## src/rtl/sim_run_ctrl_pkg.sv

```systemverilog
// Shared types and constants for the simulation run controller.
//   state_e         : run controller FSM states
//   EXIT_OK         : exit code value meaning success
//   hart_idx_width  : width of a hart index, never less than one bit
package sim_run_ctrl_pkg;

  typedef enum logic [1:0] {
    HOLD    = 2'd0,
    RUN     = 2'd1,
    DONE    = 2'd2,
    TIMEOUT = 2'd3
  } state_e;

  localparam int unsigned EXIT_OK = 0;

  function automatic int unsigned hart_idx_width(input int unsigned n);
    return (n > 1) ? $clog2(n) : 1;
  endfunction

endpackage

```

## src/rtl/sim_eoc_tracker.sv

```systemverilog
// Per-hart end-of-computation bookkeeping.
//   clk_i, rst_ni   : clock, async active-low reset
//   en_i            : accept EOC reports this cycle
//   eoc_valid_i     : per-hart EOC pulse
//   eoc_code_i      : per-hart exit code, hart h at [h*CodeWidth +: CodeWidth]
//   hart_done_o     : sticky per-hart done bits
//   exit_code_o     : first nonzero code accepted, else 0
//   fail_hart_o     : hart that supplied exit_code_o
//   all_done_c      : every hart done once this cycle's reports are included
//   fail_seen_c     : a nonzero code accepted so far, including this cycle
module sim_eoc_tracker
  import sim_run_ctrl_pkg::*;
#(
  parameter int unsigned NrHarts   = 9,
  parameter int unsigned CodeWidth = 32,
  localparam int unsigned HartW    = hart_idx_width(NrHarts)
) (
  input  logic                         clk_i,
  input  logic                         rst_ni,
  input  logic                         en_i,
  input  logic [NrHarts-1:0]           eoc_valid_i,
  input  logic [NrHarts*CodeWidth-1:0] eoc_code_i,
  output logic [NrHarts-1:0]           hart_done_o,
  output logic [CodeWidth-1:0]         exit_code_o,
  output logic [HartW-1:0]             fail_hart_o,
  output logic                         all_done_c,
  output logic                         fail_seen_c
);

  logic [NrHarts-1:0]   done_q, accept, done_d;
  logic [CodeWidth-1:0] code [NrHarts];
  logic [CodeWidth-1:0] exit_code_q, new_code;
  logic [HartW-1:0]     fail_hart_q, new_hart;
  logic                 fail_q, new_fail;

  // Unpack the flat code bus into one word per hart.
  for (genvar g = 0; g < NrHarts; g++) begin : g_code
    assign code[g] = eoc_code_i[g*CodeWidth +: CodeWidth];
  end

  // Accept first reports only; lowest-index failure wins within a cycle.
  always_comb begin
    accept   = eoc_valid_i & ~done_q & {NrHarts{en_i}};
    done_d   = done_q | accept;
    new_fail = 1'b0;
    new_code = CodeWidth'(EXIT_OK);
    new_hart = '0;
    for (int unsigned h = 0; h < NrHarts; h++) begin
      if (accept[h] && !new_fail && code[h] != CodeWidth'(EXIT_OK)) begin
        new_fail = 1'b1;
        new_code = code[h];
        new_hart = HartW'(h);
      end
    end
  end

  // Sticky done bits and first-failure capture.
  always_ff @(posedge clk_i or negedge rst_ni) begin
    if (!rst_ni) begin
      done_q      <= '0;
      fail_q      <= 1'b0;
      exit_code_q <= CodeWidth'(EXIT_OK);
      fail_hart_q <= '0;
    end else begin
      done_q <= done_d;
      if (!fail_q && new_fail) begin
        fail_q      <= 1'b1;
        exit_code_q <= new_code;
        fail_hart_q <= new_hart;
      end
    end
  end

  assign hart_done_o = done_q;
  assign exit_code_o = exit_code_q;
  assign fail_hart_o = fail_hart_q;
  assign all_done_c  = &done_d;
  assign fail_seen_c = fail_q | new_fail;

endmodule

```

## src/rtl/sim_run_ctrl.sv

```systemverilog
// Run controller for the cluster bench: DUT reset hold, run-cycle counting,
// EOC collection and pass/fail/timeout verdict.
//   clk_i, rst_ni : bench clock, async active-low reset
//   dut_rst_no    : DUT reset, released ResetCycles edges after rst_ni
//   eoc_valid_i   : per-hart EOC pulse
//   eoc_code_i    : per-hart exit code (0 = success)
//   hart_done_o   : sticky per-hart EOC seen
//   cycle_cnt_o   : cycles spent in RUN (saturating)
//   done_o        : run finished, pass_o/timeout_o give the verdict
//   exit_code_o   : first nonzero code, fail_hart_o its hart
// Optional macro SIM_RUN_CTRL_FINISH_EN: print a status line and end the
// simulation once done_o is set (simulation only, dropped under SYNTHESIS).
module sim_run_ctrl
  import sim_run_ctrl_pkg::*;
#(
  parameter int unsigned NrHarts       = 9,
  parameter int unsigned CodeWidth     = 32,
  parameter int unsigned CntWidth      = 32,
  parameter int unsigned ResetCycles   = 4,
  parameter int unsigned TimeoutCycles = 100000,
  localparam int unsigned HartW        = hart_idx_width(NrHarts)
) (
  input  logic                         clk_i,
  input  logic                         rst_ni,
  output logic                         dut_rst_no,
  input  logic [NrHarts-1:0]           eoc_valid_i,
  input  logic [NrHarts*CodeWidth-1:0] eoc_code_i,
  output logic [NrHarts-1:0]           hart_done_o,
  output logic [CntWidth-1:0]          cycle_cnt_o,
  output logic                         done_o,
  output logic                         pass_o,
  output logic                         timeout_o,
  output logic [CodeWidth-1:0]         exit_code_o,
  output logic [HartW-1:0]             fail_hart_o
);

  localparam int unsigned HoldW = (ResetCycles > 1) ? $clog2(ResetCycles) : 1;
  localparam logic [HoldW-1:0]    HoldLast    = HoldW'(ResetCycles - 1);
  localparam logic [CntWidth-1:0] TimeoutLast = CntWidth'(TimeoutCycles - 1);

  state_e              state_q, state_d;
  logic [HoldW-1:0]    hold_q, hold_d;
  logic [CntWidth-1:0] cnt_q;
  logic                dut_rst_q, done_q, pass_q, timeout_q;
  logic                all_done_c, fail_seen_c;

  sim_eoc_tracker #(
    .NrHarts   (NrHarts),
    .CodeWidth (CodeWidth)
  ) u_tracker (
    .clk_i       (clk_i),
    .rst_ni      (rst_ni),
    .en_i        (state_q == RUN),
    .eoc_valid_i (eoc_valid_i),
    .eoc_code_i  (eoc_code_i),
    .hart_done_o (hart_done_o),
    .exit_code_o (exit_code_o),
    .fail_hart_o (fail_hart_o),
    .all_done_c  (all_done_c),
    .fail_seen_c (fail_seen_c)
  );

  // State and hold counter registers.
  always_ff @(posedge clk_i or negedge rst_ni) begin
    if (!rst_ni) begin
      state_q <= HOLD;
      hold_q  <= '0;
    end else begin
      state_q <= state_d;
      hold_q  <= hold_d;
    end
  end

  // Next state; completion takes priority over the watchdog.
  always_comb begin
    state_d = state_q;
    hold_d  = hold_q;
    case (state_q)
      HOLD: begin
        hold_d = hold_q + HoldW'(1);
        if (hold_q == HoldLast) state_d = RUN;
      end
      RUN: begin
        if (all_done_c) begin
          state_d = DONE;
        end else if (TimeoutCycles != 0 && cnt_q == TimeoutLast) begin
          state_d = TIMEOUT;
        end
      end
      default: state_d = state_q;
    endcase
  end

  // Registered outputs; everything freezes once DONE/TIMEOUT is reached.
  always_ff @(posedge clk_i or negedge rst_ni) begin
    if (!rst_ni) begin
      dut_rst_q <= 1'b0;
      cnt_q     <= '0;
      done_q    <= 1'b0;
      pass_q    <= 1'b0;
      timeout_q <= 1'b0;
    end else begin
      dut_rst_q <= (state_d != HOLD);
      if (state_q == RUN) begin
        if (cnt_q != '1) cnt_q <= cnt_q + CntWidth'(1);
        if (state_d == DONE) begin
          done_q <= 1'b1;
          pass_q <= !fail_seen_c;
        end else if (state_d == TIMEOUT) begin
          done_q    <= 1'b1;
          timeout_q <= 1'b1;
        end
      end
    end
  end

  assign dut_rst_no  = dut_rst_q;
  assign cycle_cnt_o = cnt_q;
  assign done_o      = done_q;
  assign pass_o      = pass_q;
  assign timeout_o   = timeout_q;

`ifdef SIM_RUN_CTRL_FINISH_EN
`ifndef SYNTHESIS
  logic done_seen_q, finish_q;

  // Report once on the first cycle with done_o high, end the run a cycle later.
  always_ff @(posedge clk_i or negedge rst_ni) begin
    if (!rst_ni) begin
      done_seen_q <= 1'b0;
      finish_q    <= 1'b0;
    end else begin
      done_seen_q <= done_q;
      finish_q    <= done_q && !done_seen_q;
      if (done_q && !done_seen_q) begin
        $display("sim_run_ctrl: %s exit_code=0x%0h hart=%0d cycles=%0d",
                 timeout_q ? "TIMEOUT" : (pass_q ? "PASS" : "FAIL"),
                 exit_code_q_dbg(), fail_hart_o, cnt_q);
      end
      if (finish_q) $finish;
    end
  end

  function automatic logic [CodeWidth-1:0] exit_code_q_dbg();
    return exit_code_o;
  endfunction
`endif
`endif

endmodule
```

## config.mk

```make
export PLATFORM = sky130hd
export DESIGN_NAME = sim_run_ctrl
export DESIGN_NICKNAME = d
export VERILOG_FILES = /design/src/rtl/sim_run_ctrl_pkg.sv /design/src/rtl/sim_eoc_tracker.sv /design/src/rtl/sim_run_ctrl.sv
export SDC_FILE = /design/constraint.sdc
export NUM_CORES = 1
export LEC_CHECK = 0
export CAP_MARGIN = 25
export CORE_AREA = 2 2 147 149
export CTS_CLUSTER_SIZE = 40
export DETAILED_ROUTE_END_ITERATION = 10
export DIE_AREA = 0 0 149 151
export PLACE_DENSITY = 0.68
export RECOVER_POWER = 50
export REMOVE_ABC_BUFFERS = 1
export SETUP_SLACK_MARGIN = 0.2
export SYNTH_ARGS = -nofsm -noshare
export SYNTH_HDL_FRONTEND = slang
export SYNTH_SLANG_ARGS = --single-unit
```

## constraint.sdc

```tcl
create_clock -name clk_i -period 3.7 [get_ports clk_i]
set_clock_uncertainty 0.2 [all_clocks]
set_input_delay 0.555 -clock clk_i [delete_from_list [all_inputs] [get_ports clk_i]]
set_output_delay 0.555 -clock clk_i [all_outputs]
set_load 0.01 [all_outputs]
```

Word level (Yosys, flattened, before mapping)
Index checks and enable logic that the tools add are counted.
{"block": "classes", "addsub": 2, "n_eq_ne": 6, "mux": 32, "bitwise_logic": 6, "reduce_logical": 45}
{"cell": "$mux W32", "count": 9}
{"cell": "$reduce_bool A32 Y1", "count": 9}
{"cell": "$add A32 B1 Y32 const B", "count": 1}
{"cell": "$eq A32 B17 Y1 const B", "count": 1}
{"cell": "$ne A32 B32 Y1 const B", "count": 1}
{"cell": "$and A9 B9 Y9", "count": 2}
{"cell": "$logic_and A1 B1 Y1", "count": 18}
{"cell": "$mux W1", "count": 12}
{"cell": "$mux W3", "count": 4}
{"cell": "$logic_not A1 Y1", "count": 10}
{"cell": "$mux W2", "count": 5}
{"cell": "$not A9 Y9", "count": 1}
{"cell": "$or A9 B9 Y9", "count": 1}
{"cell": "$reduce_and A9 Y1", "count": 1}
{"cell": "$eq A2 B2 Y1 const B", "count": 3}
{"cell": "$reduce_and A2 Y1", "count": 3}
{"cell": "$mux W4", "count": 1}
{"cell": "$pmux W2 S2", "count": 1}
{"cell": "$reduce_bool A2 Y1", "count": 2}
{"cell": "$reduce_and A3 Y1", "count": 1}
{"cell": "$add A2 B1 Y2 const B", "count": 1}
{"cell": "$eq A2 B1 Y1 const B", "count": 1}
{"cell": "$logic_not A2 Y1", "count": 1}
{"cell": "$not A1 Y1", "count": 1}
{"cell": "$or A1 B1 Y1", "count": 1}
{"block": "word_totals", "reg_bits": 86, "inputBits": 299, "output_inout_bits": 81}

Longest topological paths before layout
{"block": "depth", "ltp_word": 39, "mapped_depth": 12, "depth_no_buf": 9}

Hierarchy
A second synthesis with hierarchy kept.
{"block": "hier_totals", "hier_cells": 823, "hier_area_um2": 6774.0}
{"mod": "sim_eoc_tracker", "n_inst": 1, "cells_each": 642, "area_each_um2": 4764.6}
{"mod": "sim_run_ctrl", "n_inst": 1, "cells_each": 181, "area_each_um2": 2009.4}

Least setup slack after synthesis
Ideal clock, no wire load.
{"block": "synth_path", "kind": "in2reg", "startpoint": "input port eoc_code_i[152]", "endpoint": "register u_tracker.exit_code_q[27] (netlist: u_tracker.exit_code_o[27])", "setup_time_ns": 0.141, "arrival_time_ns": 2.703, "t_required_ns": 3.359, "slack_ns": 0.656, "path_stages": 11, "n_path_buf": 3, "cell_sequence": "nor4_1 > nand4_1 > o21a_1 > buf_6 > nand3b_2 > or4_4 > buf_6 > buf_6 > or3_1 > o21ai_1 > a31oi_1"}
{"block": "synth_between", "elab_chain_len": 20, "word_cells_on_any_way": 25, "cone_classes": "mux (10); reduce/logical (15)"}
{"item": "start: declaration", "line": "sim_run_ctrl.sv:27", "text": "input logic [NrHarts*CodeWidth-1:0] eoc_code_i,"}
{"item": "$reduce_bool A32 Y1 (*)", "line": "sim_eoc_tracker.sv:49", "text": "if (accept[h] && !new_fail && code[h] != CodeWidth'(EXIT_OK)) begin"}
{"item": "$logic_and A1 B1 Y1 (*)", "line": "sim_eoc_tracker.sv:49"}
{"item": "$mux W1", "line": "sim_eoc_tracker.sv:49"}
{"item": "$logic_not A1 Y1", "line": "sim_eoc_tracker.sv:49"}
{"item": "$logic_and A1 B1 Y1 (2 in series)", "line": "sim_eoc_tracker.sv:49"}
{"item": "$mux W1", "line": "sim_eoc_tracker.sv:49"}
{"item": "$logic_not A1 Y1", "line": "sim_eoc_tracker.sv:49"}
{"item": "$logic_and A1 B1 Y1 (2 in series)", "line": "sim_eoc_tracker.sv:49"}
{"item": "$mux W1", "line": "sim_eoc_tracker.sv:49"}
{"item": "$logic_not A1 Y1", "line": "sim_eoc_tracker.sv:49"}
{"item": "$logic_and A1 B1 Y1 (2 in series)", "line": "sim_eoc_tracker.sv:49"}
{"item": "$mux W1", "line": "sim_eoc_tracker.sv:49"}
{"item": "$logic_not A1 Y1", "line": "sim_eoc_tracker.sv:49"}
{"item": "$logic_and A1 B1 Y1 (2 in series)", "line": "sim_eoc_tracker.sv:49"}
{"item": "$mux W1", "line": "sim_eoc_tracker.sv:49"}
{"item": "$logic_and A1 B1 Y1", "line": "sim_eoc_tracker.sv:66", "text": "if (!fail_q && new_fail) begin"}
{"item": "end signal: assignment", "line": "sim_eoc_tracker.sv:62", "text": "exit_code_q <= CodeWidth'(EXIT_OK);"}
{"item": "end signal: assignment", "line": "sim_eoc_tracker.sv:68", "text": "exit_code_q <= new_code;"}
{"item": "end: declaration", "line": "sim_eoc_tracker.sv:32", "text": "logic [CodeWidth-1:0] exit_code_q, new_code;"}
Every way passes the cells marked *; elsewhere a longest branch is shown, timed or not.
A chain may end at the register's enable or synchronous reset.

Worst setup path after layout
{"block": "layout_path", "startpoint": "input port eoc_code_i[230]", "endpoint": "register u_tracker.exit_code_q[28] (netlist: u_tracker.exit_code_o[28])"}
{"block": "layout_between", "elab_chain_len": 8, "word_cells_on_any_way": 10, "cone_classes": "mux (4); reduce/logical (6)"}
{"item": "$reduce_bool A32 Y1 (*)", "line": "sim_eoc_tracker.sv:49"}
{"item": "$logic_and A1 B1 Y1 (*)", "line": "sim_eoc_tracker.sv:49"}
{"item": "$mux W1", "line": "sim_eoc_tracker.sv:49"}
{"item": "$logic_not A1 Y1", "line": "sim_eoc_tracker.sv:49"}
{"item": "$logic_and A1 B1 Y1 (2 in series)", "line": "sim_eoc_tracker.sv:49"}
{"item": "$mux W1", "line": "sim_eoc_tracker.sv:49"}
{"item": "$logic_and A1 B1 Y1", "line": "sim_eoc_tracker.sv:66"}
Marks and branches as above.

==> results.sh <==
export IMPL_synth_distinct_cells=69
export IMPL_pwr_share_clk_pct=38.8
export IMPL_crit_slowest_cell="or4_4"
export IMPL_root_buffer="clkbuf_16"
export IMPL_io_buffers=379
export IMPL_hpwlAfterDp_mm=33.01
export IMPL_crit_required_ns=3.73
export IMPL_fin_cells=1470
export IMPL_synthSimpleGateAreaFrac_pct=28.64
export IMPL_num_vias=8972
export IMPL_yosysTopAreaCellShare_pct=33.71
export IMPL_fill_cells=1931
export IMPL_dr_first_iter_drc_count=834
export IMPL_die_w_um=149
export IMPL_synth_avg_cell_area_um2=8.478
export IMPL_use_met1_pct=39.74
export IMPL_drive_above_1_share_pct=10.99
export IMPL_synth_compound_area_share_pct=28.62
export IMPL_num_rows=53
export IMPL_max_cap_viol_count=1
export IMPL_swShare_pct=26.17
export IMPL_ys_warnings_count=0
export IMPL_status="finished with violations"
export IMPL_fin_crit_sh_pct=91.54
export IMPL_finalWirelength_mm=40.33
export IMPL_crit_type="input port to flop"
export IMPL_relSlewSlack_pct=-15.75
export IMPL_start_util_pct=30.66
export IMPL_htree_levels=3
export IMPL_endpoint_kind="flop"
export IMPL_setup_viol=0
export IMPL_fin_util_pct=54.83
export IMPL_fin_nets=1488
export IMPL_firstDrtPassIters=8
export IMPL_synth_edf_count=0
export IMPL_muxShareOfSynthArea_pct=0.1764
export IMPL_route_detailed_wl_per_inst_um=27.44
export IMPL_drv_slew=67
export IMPL_hold_buffers=0
export IMPL_grt_busiest_layer="met2"
export IMPL_ys_seq_area_share_pct=33.71
export IMPL_worstPathCellList="clkdlybuf4s50_1 > nor4_1 > nand4_1 > o2111ai_1 > nand2_1 > or4_4 > or3_1 > o21ai_1 > a31oi_1"
export IMPL_start_kind="input port"
export IMPL_place_ws_ns=-0.04296
export IMPL_synth_area_leaders="dfrtp_1 34%, nor4_1 7.8%, a221oi_1 5.8%, o21ai_0 3.9%, and3_1 3.7%"
export IMPL_p_leak_nw=4.477
export IMPL_rsz0062_at_grt="false"
export IMPL_fmax_mhz=295.2
export IMPL_violations="max-capacitance violations, max-slew violations"
export IMPL_cts_inserted_buffers=9
export IMPL_syn_area_mm2=0.006384
export IMPL_antenna_found_initial=7
export IMPL_hold_path_class="flop to flop"
export IMPL_path_clk_slew_ns=0.07
export IMPL_core_mm2=0.02082
export IMPL_finalCriticalPeriod_ns=3.387
export IMPL_synth_seq_cells=86
export IMPL_grt_max_degree=67
export IMPL_synthXorXnorAreaFrac_pct=4.390
export IMPL_die_area_mm2=0.02250
export IMPL_cts_tree="done"
export IMPL_yosys_area_share_adder_pct=0.3920
export IMPL_ant_nets=0
export IMPL_worst_slack_ns=0.3130
export IMPL_synthCells=753
export IMPL_dieHeight_um=151
export IMPL_grt_usage_pct=34.92
export IMPL_gr_total_overflow=0
export IMPL_synth_ff_type="dfrtp_1"
export IMPL_synth_top_family_by_area="simple AND/OR/NAND/NOR gates"
export IMPL_grt_pass1_wl_mm=58.20
export IMPL_clock_sinks=86
export IMPL_clkLatencyLatePin_ns=0.36
export IMPL_p_switching_mw=0.6571
export IMPL_drc=0
export IMPL_dpl_cell_count=1451
export IMPL_synth_async_reset_ratio_pct=100.0
export IMPL_via_per_inst=6.103
export IMPL_final_hold_violation_count=0
export IMPL_area_growth_pct=78.85
export IMPL_power_density_mw_per_mm2=219.9
export IMPL_slowest_delay_ns=0.68
export IMPL_intPower_mw=1.853
export IMPL_io_pins=380
export IMPL_clockBufferDepth=2
export IMPL_max_slew_worst_pin_slew_ns=1.736
export IMPL_vdd_drop_max_v=0.0002480
export IMPL_grt_use_met3_pct=9.157
export IMPL_path_max_fanout=17
export IMPL_fin_hold_ws_ns=0.2711
export IMPL_use_met2_pct=60.28
export IMPL_p_comb_share_pct=22.2
export IMPL_yosysTopAreaCell="dfrtp_1"
export IMPL_routabilityCongestion=1.016
export IMPL_grt_pass1_vias=9101
export IMPL_p_seq_share_pct=38.9
export IMPL_cp_arrival_ns=3.41
## worst max-delay path: cells and delay by family
| kind | cells | cell delay, ns |
|---|---|---|
| and+or+nand+nor | 5 | 1.90 |
| AOI/OAI and AO/OA | 3 | 0.48 |
| buffers and inverters | 1 | 0.48 |
## per-stage QoR
step,cell area (µm²),power (mW),TNS (ns)
after floorplan,6153,1.040,-27.94
after global placement,11100,1.553,-1.635
after detailed placement,11100,1.548,-0.3772
after CTS,11410,2.522,0
after global routing,11410,2.582,0
final,11420,2.511,0
## cell type report
class                           instances  area [µm²]  area share (%)
Timing Repair Buffer                  473        4574           40.07
Multi-Input combinational cell        609        3991           34.96
Sequential cell                        86        2152           18.85
Tap cell                              275       344.1           3.014
Clock buffer                            9       225.2           1.973
Clock inverter                          7       92.59          0.8110
Inverter                                8       30.03          0.2630
Antenna cell                            3       7.507         0.06575
## routing by layer
metal	wire length, µm	vias up
met5	54	-
li1	-	3937
met4	2372	8
met3	3816	139
met2	19280	605
met1	14810	4283
## cell usage after synthesis, types with 11 or more instances
master and n:
a21oi_1 25, nand2_1 41, xnor2_1 23, nand4_1 31
a31oi_1 17, a22oi_1 14, dfrtp_1 86, or3_1 20
a221oi_1 42, a22o_1 14, o21ai_0 50, o21ai_1 11
clkbuf_1 35, nor2_1 35, nand3_1 18, nor3_1 13
o211ai_1 22, and3_1 38, nor4_1 80
## cell families after synthesis
group	count (synthesis)
xor+xnor	32
mux	1
simple gates	315
buf+inv	58
flops	86
fa+ha+maj	2
compound gates	259
## path summary, 6_finish.rpt
check / from / depth (start not counted) / slack (ns) / endpoint
setup / recovery: eoc_code_i[230] / 9 / 0.31 / u_tracker.exit_code_o[28]
hold / removal: timeout_o / 1 / 0.27 / timeout_o
setup reg to reg: state_q[1] / 10 / 0.42 / u_tracker.exit_code_o[30]
hold reg to reg: timeout_o / 1 / 0.27 / timeout_o
max in group asynchronous: rst_ni / 2 / 1.52 / u_tracker.exit_code_o[8]
min in group asynchronous: rst_ni / 1 / 0.46 / cycle_cnt_o[17]
## power by group through the flow
stage	combinational, mW	clock (mW)	sequential (mW)
3_5_place_dp	0.552	0	0.996
6_report	0.558	0.975	0.978
4_1_cts	0.558	0.987	0.978
5_1_grt	0.581	1.02	0.979
2_1_floorplan	0.0376	0	1.00
3_3_place_gp	0.557	0	0.996
## placed cells by master, fill, tap and decap left out, types with 8 or more instances in the layout
master	n
a21oi_1	24
a221oi_1	42
a22o_1	14
a22oi_1	14
a31oi_1	17
and3_1	38
buf_4	85
clkbuf_16	9
clkdlybuf4s50_1	350
dfrtp_1	86
dlygate4sd3_1	28
inv_1	8
nand2_1	41
nand3_1	18
nand4_1	31
nor2_1	35
nor3_1	13
nor4_1	80
o211ai_1	22
o21ai_0	49
o21ai_1	12
o22ai_1	9
o2bb2ai_1	8
o31ai_1	10
or3_1	20
xnor2_1	23
xor2_1	9
## flip-flops by register name (all words and copies together), names as in the netlist
signal / count
hold_q: 2
done_o: 1
u_tracker.fail_q: 1
pass_o: 1
state_q: 2
u_tracker.hart_done_o: 9
u_tracker.fail_hart_o: 4
dut_rst_no: 1
timeout_o: 1
u_tracker.exit_code_o: 32
cycle_cnt_o: 32
## repair_timing
item | CTS | global route
buffers inserted | 0 | 0
resized for setup | 0 | 2
endpoints found under the setup margin | 0 | 4
Note: power is estimated with default switching activity, not from simulation.
